==> src/rtl/layer_sequencer_pkg.sv <==
// layer_sequencer_pkg: shared state encoding, float width and index-width helper
package layer_sequencer_pkg;
    localparam int FP_W = 32;
    typedef enum logic [2:0] {
        ST_IDLE,
        ST_FETCH,
        ST_RUN,
        ST_SETTLE,
        ST_STORE,
        ST_FINISH
    } state_t;
    function automatic int idx_w(input int n);
        return (n > 1) ? $clog2(n) : 1;
    endfunction
endpackage

==> src/rtl/layer_sequencer_settle_timer.sv <==
// settle_timer: loadable down-counter that stops at zero and flags it
module settle_timer #(
    parameter int W = 2
) (
    input  logic         clk,
    input  logic         rst_n,
    input  logic         load,
    input  logic         en,
    input  logic [W-1:0] load_val,
    output logic         zero
);
    logic [W-1:0] cnt;
    always_ff @(posedge clk or negedge rst_n)
        if (!rst_n) cnt <= '0;
        else if (load) cnt <= load_val;
        else if (en && cnt != '0) cnt <= cnt - 1'b1;
    assign zero = (cnt == '0);
endmodule

==> src/rtl/layer_sequencer.sv <==
// layer_sequencer: runs an MLP layer by layer through one shared datapath.
// Define LAYER_TIMEOUT_EN to add a FETCH/RUN watchdog and the sticky err output.
module layer_sequencer
    import layer_sequencer_pkg::*;
#(
    parameter int NUM_LAYERS = 3,
    parameter int VEC_SIZE   = 4,
    parameter int SETTLE     = 2,
    parameter int TIMEOUT    = 1024
) (
    input  logic                          clk,
    input  logic                          rst_n,
    input  logic                          start,
    input  logic [FP_W*VEC_SIZE-1:0]      in_vec,
    output logic                          busy,
    output logic                          done,
    output logic [FP_W*VEC_SIZE-1:0]      out_vec,
    output logic                          param_req,
    output logic [idx_w(NUM_LAYERS)-1:0]  param_layer,
    input  logic                          param_ack,
    output logic [FP_W*VEC_SIZE-1:0]      lyr_in,
    output logic                          lyr_start,
    input  logic                          lyr_done,
    input  logic [FP_W*VEC_SIZE-1:0]      lyr_result
`ifdef LAYER_TIMEOUT_EN
    ,
    output logic                          err
`endif
);
    localparam int LW = idx_w(NUM_LAYERS);
    localparam int SW = idx_w(SETTLE + 1);
    localparam logic [LW-1:0] LAST = LW'(NUM_LAYERS - 1);
    localparam logic [SW-1:0] SETTLE_LD = SW'(SETTLE > 0 ? SETTLE - 1 : 0);

    state_t state, state_nx;
    logic [LW-1:0] layer;
    logic [FP_W*VEC_SIZE-1:0] act;
    logic settle_zero, timed_out;

    settle_timer #(.W(SW)) u_settle (
        .clk(clk), .rst_n(rst_n), .load(state == ST_RUN && lyr_done),
        .en(state == ST_SETTLE), .load_val(SETTLE_LD), .zero(settle_zero)
    );

`ifdef LAYER_TIMEOUT_EN
    localparam int TW = idx_w(TIMEOUT + 1);
    logic wd_zero;
    // Reloaded on every state change, so it only measures time spent in one state.
    settle_timer #(.W(TW)) u_watchdog (
        .clk(clk), .rst_n(rst_n), .load(state_nx != state),
        .en(state == ST_FETCH || state == ST_RUN), .load_val(TW'(TIMEOUT - 1)), .zero(wd_zero)
    );
    assign timed_out = wd_zero && (state == ST_FETCH || state == ST_RUN);
    always_ff @(posedge clk or negedge rst_n)
        if (!rst_n) err <= 1'b0;
        else if (state == ST_IDLE && start) err <= 1'b0;
        else if (timed_out) err <= 1'b1;
`else
    assign timed_out = (TIMEOUT < 0);
`endif

    always_ff @(posedge clk or negedge rst_n)
        if (!rst_n) state <= ST_IDLE;
        else state <= state_nx;

    always_comb begin
        state_nx = state;
        case (state)
            ST_IDLE:   state_nx = start ? ST_FETCH : ST_IDLE;
            ST_FETCH:  state_nx = timed_out ? ST_FINISH : param_ack ? ST_RUN : ST_FETCH;
            ST_RUN:    state_nx = timed_out ? ST_FINISH : !lyr_done ? ST_RUN :
                                  (SETTLE == 0) ? ST_STORE : ST_SETTLE;
            ST_SETTLE: state_nx = settle_zero ? ST_STORE : ST_SETTLE;
            ST_STORE:  state_nx = (layer == LAST) ? ST_FINISH : ST_FETCH;
            default:   state_nx = ST_IDLE;
        endcase
    end

    always_ff @(posedge clk or negedge rst_n)
        if (!rst_n) begin
            layer     <= '0;
            act       <= '0;
            out_vec   <= '0;
            lyr_start <= 1'b0;
        end else begin
            lyr_start <= state == ST_FETCH && param_ack && !timed_out;
            if (state == ST_IDLE && start) begin
                act   <= in_vec;
                layer <= '0;
            end
            if (state == ST_STORE) begin
                act <= lyr_result;
                if (layer == LAST) out_vec <= lyr_result;
                else layer <= layer + 1'b1;
            end
        end

    assign busy        = state != ST_IDLE && state != ST_FINISH;
    assign done        = state == ST_FINISH;
    assign param_req   = state == ST_FETCH;
    assign param_layer = layer;
    assign lyr_in      = act;
endmodule

==> config.mk <==
export PLATFORM = sky130hd
export DESIGN_NAME = layer_sequencer
export DESIGN_NICKNAME = d
export VERILOG_FILES = /design/src/rtl/layer_sequencer_pkg.sv /design/src/rtl/layer_sequencer_settle_timer.sv /design/src/rtl/layer_sequencer.sv
export SDC_FILE = /design/constraint.sdc
export NUM_CORES = 1
export LEC_CHECK = 0
export BUFFER_PORTS_ARGS = -buffer_cell sky130_fd_sc_hd__clkbuf_2
export CORE_AREA = 5 5 200 202
export DETAILED_ROUTE_END_ITERATION = 6
export DIE_AREA = 0 0 205 207
export HOLD_SLACK_MARGIN = 0.06
export PLACE_DENSITY = 0.57
export SLEW_MARGIN = 20
export SYNTH_ARGS = -nofsm -noshare
export SYNTH_HDL_FRONTEND = slang
export SYNTH_SLANG_ARGS = --single-unit
==> constraint.sdc <==
create_clock -name clk -period 4.6 [get_ports clk]
set_input_delay 0.46 -clock clk [delete_from_list [all_inputs] [get_ports clk]]
set_output_delay 0.46 -clock clk [all_outputs]
set_load 0.01 [all_outputs]
Word-level counts from Yosys, hierarchy flattened
Index checks and enable logic that the tools add are counted.
- register bits: 264
- output and inout port bits: 262
- logic and storage cells: 40
- $add $sub $neg: 2
- eq/ne operators: 7
- muxes and demuxes: 13
- reduce and logical (&&, ||, !) cells: 12
- operators by type and width (operator ; count):
    two-way mux 128 bit ; 2
    one-hot mux 3 bit (5 select lines) ; 1
    two-way mux 2 bit ; 6
    == test 3 x 2 -> 1 bit (second input constant) ; 2
    == test 3 bit (second input constant) ; 2
    two-way mux 3 bit ; 2
    nonzero test 2 bit ; 3
    logical AND 1 bit ; 5
    == test 3 x 1 -> 1 bit (second input constant) ; 1
    logical NOT 3 bit ; 1
    inequality test 3 bit (second input constant) ; 1
    nonzero test 3 bit ; 1
    adder 2 x 1 -> 2 bit (second input constant) ; 1
    == test 2 bit (second input constant) ; 1
    logical NOT 2 bit ; 1
    two-way mux 1 bit ; 2
    AND reduction 2 bit ; 1
    subtractor 2 x 1 -> 2 bit (second input constant) ; 1

Logic depth before layout (Yosys ltp)
- depth after elaboration: 5
- mapped depth: 6
- mapped depth without buffers: 5

By module
From an unflattened synthesis, not the netlist that was laid out.
- cells, all modules: 891
- area total of the unflattened synthesis: 11003.1 µm²
- by module, submodules not included (module ; times used ; cells an instance ; area an instance (µm²) ; sequential area each (µm²)):
    layer_sequencer ; 1 ; 878 ; 10871.7 ; 6556.3
    settle_timer ; 1 ; 13 ; 131.4 ; 50.0

Least setup slack after synthesis
OpenSTA, ideal clock, no wires.
- kind: flip-flop to flip-flop
- start: reg state[1]
- end: reg act[107] (netlist: lyr_in[107])
- arrival: 1.505 ns
- required time: 4.481 ns
- setup slack: 2.975 ns
- stages on the path, launching flop included: 7
- clock period less this slack: 1.625 ns
- path through: dfrtp_1 -> buf_2 -> or4b_4 -> buf_2 -> buf_6 -> o22ai_1 -> nor2_1
- cells in the longest elaborated chain, start to end: 3
- elaborated cells on any way between the ends: 5
- those cells by class: 1 x eq/ne; 1 x mux; 3 x reduce/logical
- RTL lines (element ; RTL line ; source):
    start: declaration ; layer_sequencer.sv:35 ; state_t state, state_nx;
    start signal: assignment ; layer_sequencer.sv:64 ; else state <= state_nx;
    logical NOT 3 bit ; layer_sequencer.sv:87 ; if (state == ST_IDLE && start) begin
    logical AND 1 bit ; layer_sequencer.sv:87 ;
    nonzero test 2 bit (no source line) ; - ;
    end signal: assignment ; layer_sequencer.sv:88 ; act <= in_vec;
    end signal: assignment ; layer_sequencer.sv:92 ; act <= lyr_result;
    end: declaration ; layer_sequencer.sv:37 ; logic [FP_W*VEC_SIZE-1:0] act;
Parallel ways exist; a longest one is shown, timed or not.
A chain may end at the register's enable or synchronous reset.

Final worst setup path
- start: reg state[0]
- end: reg out_vec[106]
- cells in the longest elaborated chain, start to end: 2
- RTL lines (element ; RTL line ; source):
    == test 3 bit ; layer_sequencer.sv:91 ; if (state == ST_STORE) begin
    AND reduction 2 bit (no source line) ; - ;
    end signal: assignment ; layer_sequencer.sv:93 ; if (layer == LAST) out_vec <= lyr_result;
    end: declaration ; layer_sequencer.sv:17 ; output logic [FP_W*VEC_SIZE-1:0] out_vec,
No other way between the ends.

==> impl_metrics.tcl <==
set metrics [dict create \
    cts_sinks 264 \
    pin_count 523 \
    path_cells "nor2_4 -> nand3_4 -> buf_4 -> buf_4 -> mux2_2" \
    clk_latency_ns 0.55 \
    grt_pass1_vias 9866 \
    antenna_found_initial 0 \
    final_cell_mix "clkbuf_2, dfrtp_1, a21oi_1, nor2_1" \
    yosysWarningCount 0 \
    tritoncts "yes" \
    multi_input_comb_area_um2 3630 \
    pwr-share-comb_pct 31.9 \
    slowest_delay_ns 0.64 \
    synth_nets 1152 \
    final_hold_viol_count 0 \
    slowest_stage "nand3_4" \
    grt-ovfl-total 0 \
    crit_type "reg2reg" \
    rows 72 \
    swShare_pct 35.2 \
    core_region_area_um2 38100 \
    dr.pass1.iters 6 \
    ys_types 32 \
    stdcell_count 1925 \
    layout-drive-gt1-share_pct 51.0 \
    yosysTopAreaCellShare_pct 62.5 \
    die_h_um 207 \
    critPathArrivalTime_ns 3.26 \
    wirelength_um 37000 \
    ir_drop_uv 272 \
    hold_class "in2reg" \
    cp_num_buf_inv 2 \
    final_common_cell "clkbuf_2" \
    via_per_inst 4.69 \
    fin_crit_ns 2.83 \
    antenna_left 0 \
    seqPwrFrac_pct 39.6 \
    worst_pin_slew_ns 0.940 \
    critPathTopFamily "buffers and inverters" \
    drtIter0Drc 403 \
    cts-root-buf "clkbuf_16" \
    max_slew_margin_pct 37.4 \
    synthCells 890 \
    slew_violations 0 \
    setup_viol 0 \
    grt_usage_pct 16.6 \
    ys_seq_elements 264 \
    crit_top_cell "buf_4" \
    pwr-share-clk_pct 28.6 \
    route.detailed.drc 0 \
    rsz0062_at_grt "false" \
    hpwl_um 27100 \
    fin_ws_ns 1.77 \
    port_buffers 522 \
    path_clk_slew_ns 0.06 \
    avgSynthCellArea_um2 11.9 \
    cts_buffer_depth 3 \
    stdcell_area_um2 14700 \
    n_fill_cell 3856 \
    post_cts_resize_count 0 \
    endpoint_kind "register" \
    grt_max_degree 136 \
    vias 9027 \
    status "completed" \
    critPathLaunchType "register" \
    p_int_mw 5.52 \
    worstPathRequired_ns 5.02 \
    post-route-period-util_pct 61.6 \
    maxCapViolations 0 \
    yosysTopAreaCell "dfrtp_1" \
    die_w_um 205 \
    p_sw_mw 2.99 \
    finalPower_mw 8.52 \
    setup-tns-final_ns 0 \
    start_util_pct 27.7 \
    whs_ns 0.150 \
    synth_seq_area_share_pct 62.5 \
    htree_levels 1 \
    dp.cells 1868 \
    n_antenna_cell 0 \
    syn_to_final_growth_pct 39.2 \
    cts_buffers 30 \
    nets 1645 \
    power.leakage_nw 7.06 \
    register_area_um2 6610 \
    wl_per_cell_um 19.2 \
    utilization_pct 38.6 \
    cp_max_fo 59 \
    post-place-ws_ns 1.78 \
    clock_skew_ns 0.0107 \
    dieArea_um2 42400 \
    max_freq_mhz 353 \
    finalWeightedCongestion 0.819 \
    synth.area.top_cells "dfrtp_1, mux2_2, o22ai_1" \
    powerDensity_nw_per_um2 579 \
    grt_first_pass_wirelength_um 57100 \
    place_area_um2 13700 \
    netlist_area_um2 10600 \
]
-- power groups by stage --
| stage | combinational, mW | sequential [mW] | clock (mW) |
|---|---|---|---|
| after floorplan | 1.20 | 3.63 | 0 |
| after global placement | 2.73 | 3.38 | 0 |
| after detailed placement | 2.77 | 3.40 | 0 |
| after CTS | 2.77 | 3.37 | 2.51 |
| after global routing | 3.01 | 3.45 | 2.60 |
| final | 2.71 | 3.37 | 2.43 |
-- worst register-to-register path: stages (launching register included) --
cell,delay (ns)
dfrtp_1,0.62
nor2_4,0.09
nand3_4,0.64
buf_4,0.62
buf_4,0.37
mux2_2,0.38
-- per-layer routing --
metal,track usage [%],up-vias,wire [µm]
li1,-,4197,-
met1,20.1,4392,14700
met2,28.5,383,17900
met3,4.79,55,3310
met4,5.41,0,1110
met5,0,-,0
-- Yosys cell counts (all sizes together) --
master / count
or3b: 1
a21o: 3
nand2b: 1
nor4bb: 1
inv: 3
nor2b: 4
nand3: 2
nor2: 131
a211o: 1
xnor2: 1
nor3: 1
o2bb2ai: 1
clkbuf: 26
o21ai: 1
o22ai: 128
o31ai: 1
or2: 1
or4b: 1
nand2: 5
nor3b: 1
and2: 1
buf: 48
a22o: 1
mux2: 128
ha: 1
and3: 1
a2bb2oi: 1
dfrtp: 264
a21oi: 130
a221oi: 1
-- cells by family after synthesis --
group | count (synthesis) | synth area share (%)
xor gates and xnor gates | 1 | 0.0828
and+or+nand+nor | 151 | 5.82
adders and majority gates | 1 | 0.118
buffers and inverters | 77 | 3.40
DFF | 264 | 62.5
AOI/OAI and AO/OA | 268 | 14.5
muxes | 128 | 13.6
-- path summary, 6_finish.rpt --
check                      slack (ns)  cells past startpoint         start            to
setup / recovery                 1.77                      5      state[0]  out_vec[106]
hold / removal                   0.15                      2     param_ack     lyr_start
setup reg to reg                 1.77                      5      state[0]  out_vec[106]
hold reg to reg                  0.50                      1  out_vec[120]  out_vec[120]
max in group asynchronous        3.40                      3         rst_n   lyr_in[126]
min in group asynchronous        0.53                      3         rst_n   out_vec[23]
-- sequential cells by signal (all words and copies together) (netlist names) --
name          count
lyr_in          128
out_vec         128
state             3
param_layer       2
u_settle.cnt      2
lyr_start         1
-- what timing repair did --
item	CTS	global route
hold buffers	1	0
hold endpoints to repair	75	0
buffers inserted	0	0
-- cell type report --
type                       count  area share (%)
tap                          518            4.40
clock buffer                  46            6.33
clock inverter                10           0.705
multi-input combinational    549            24.7
timing repair buffer         535            18.9
inverter                       3          0.0765
sequential                   264            44.9
Note: power is estimated with default switching activity, not from simulation.
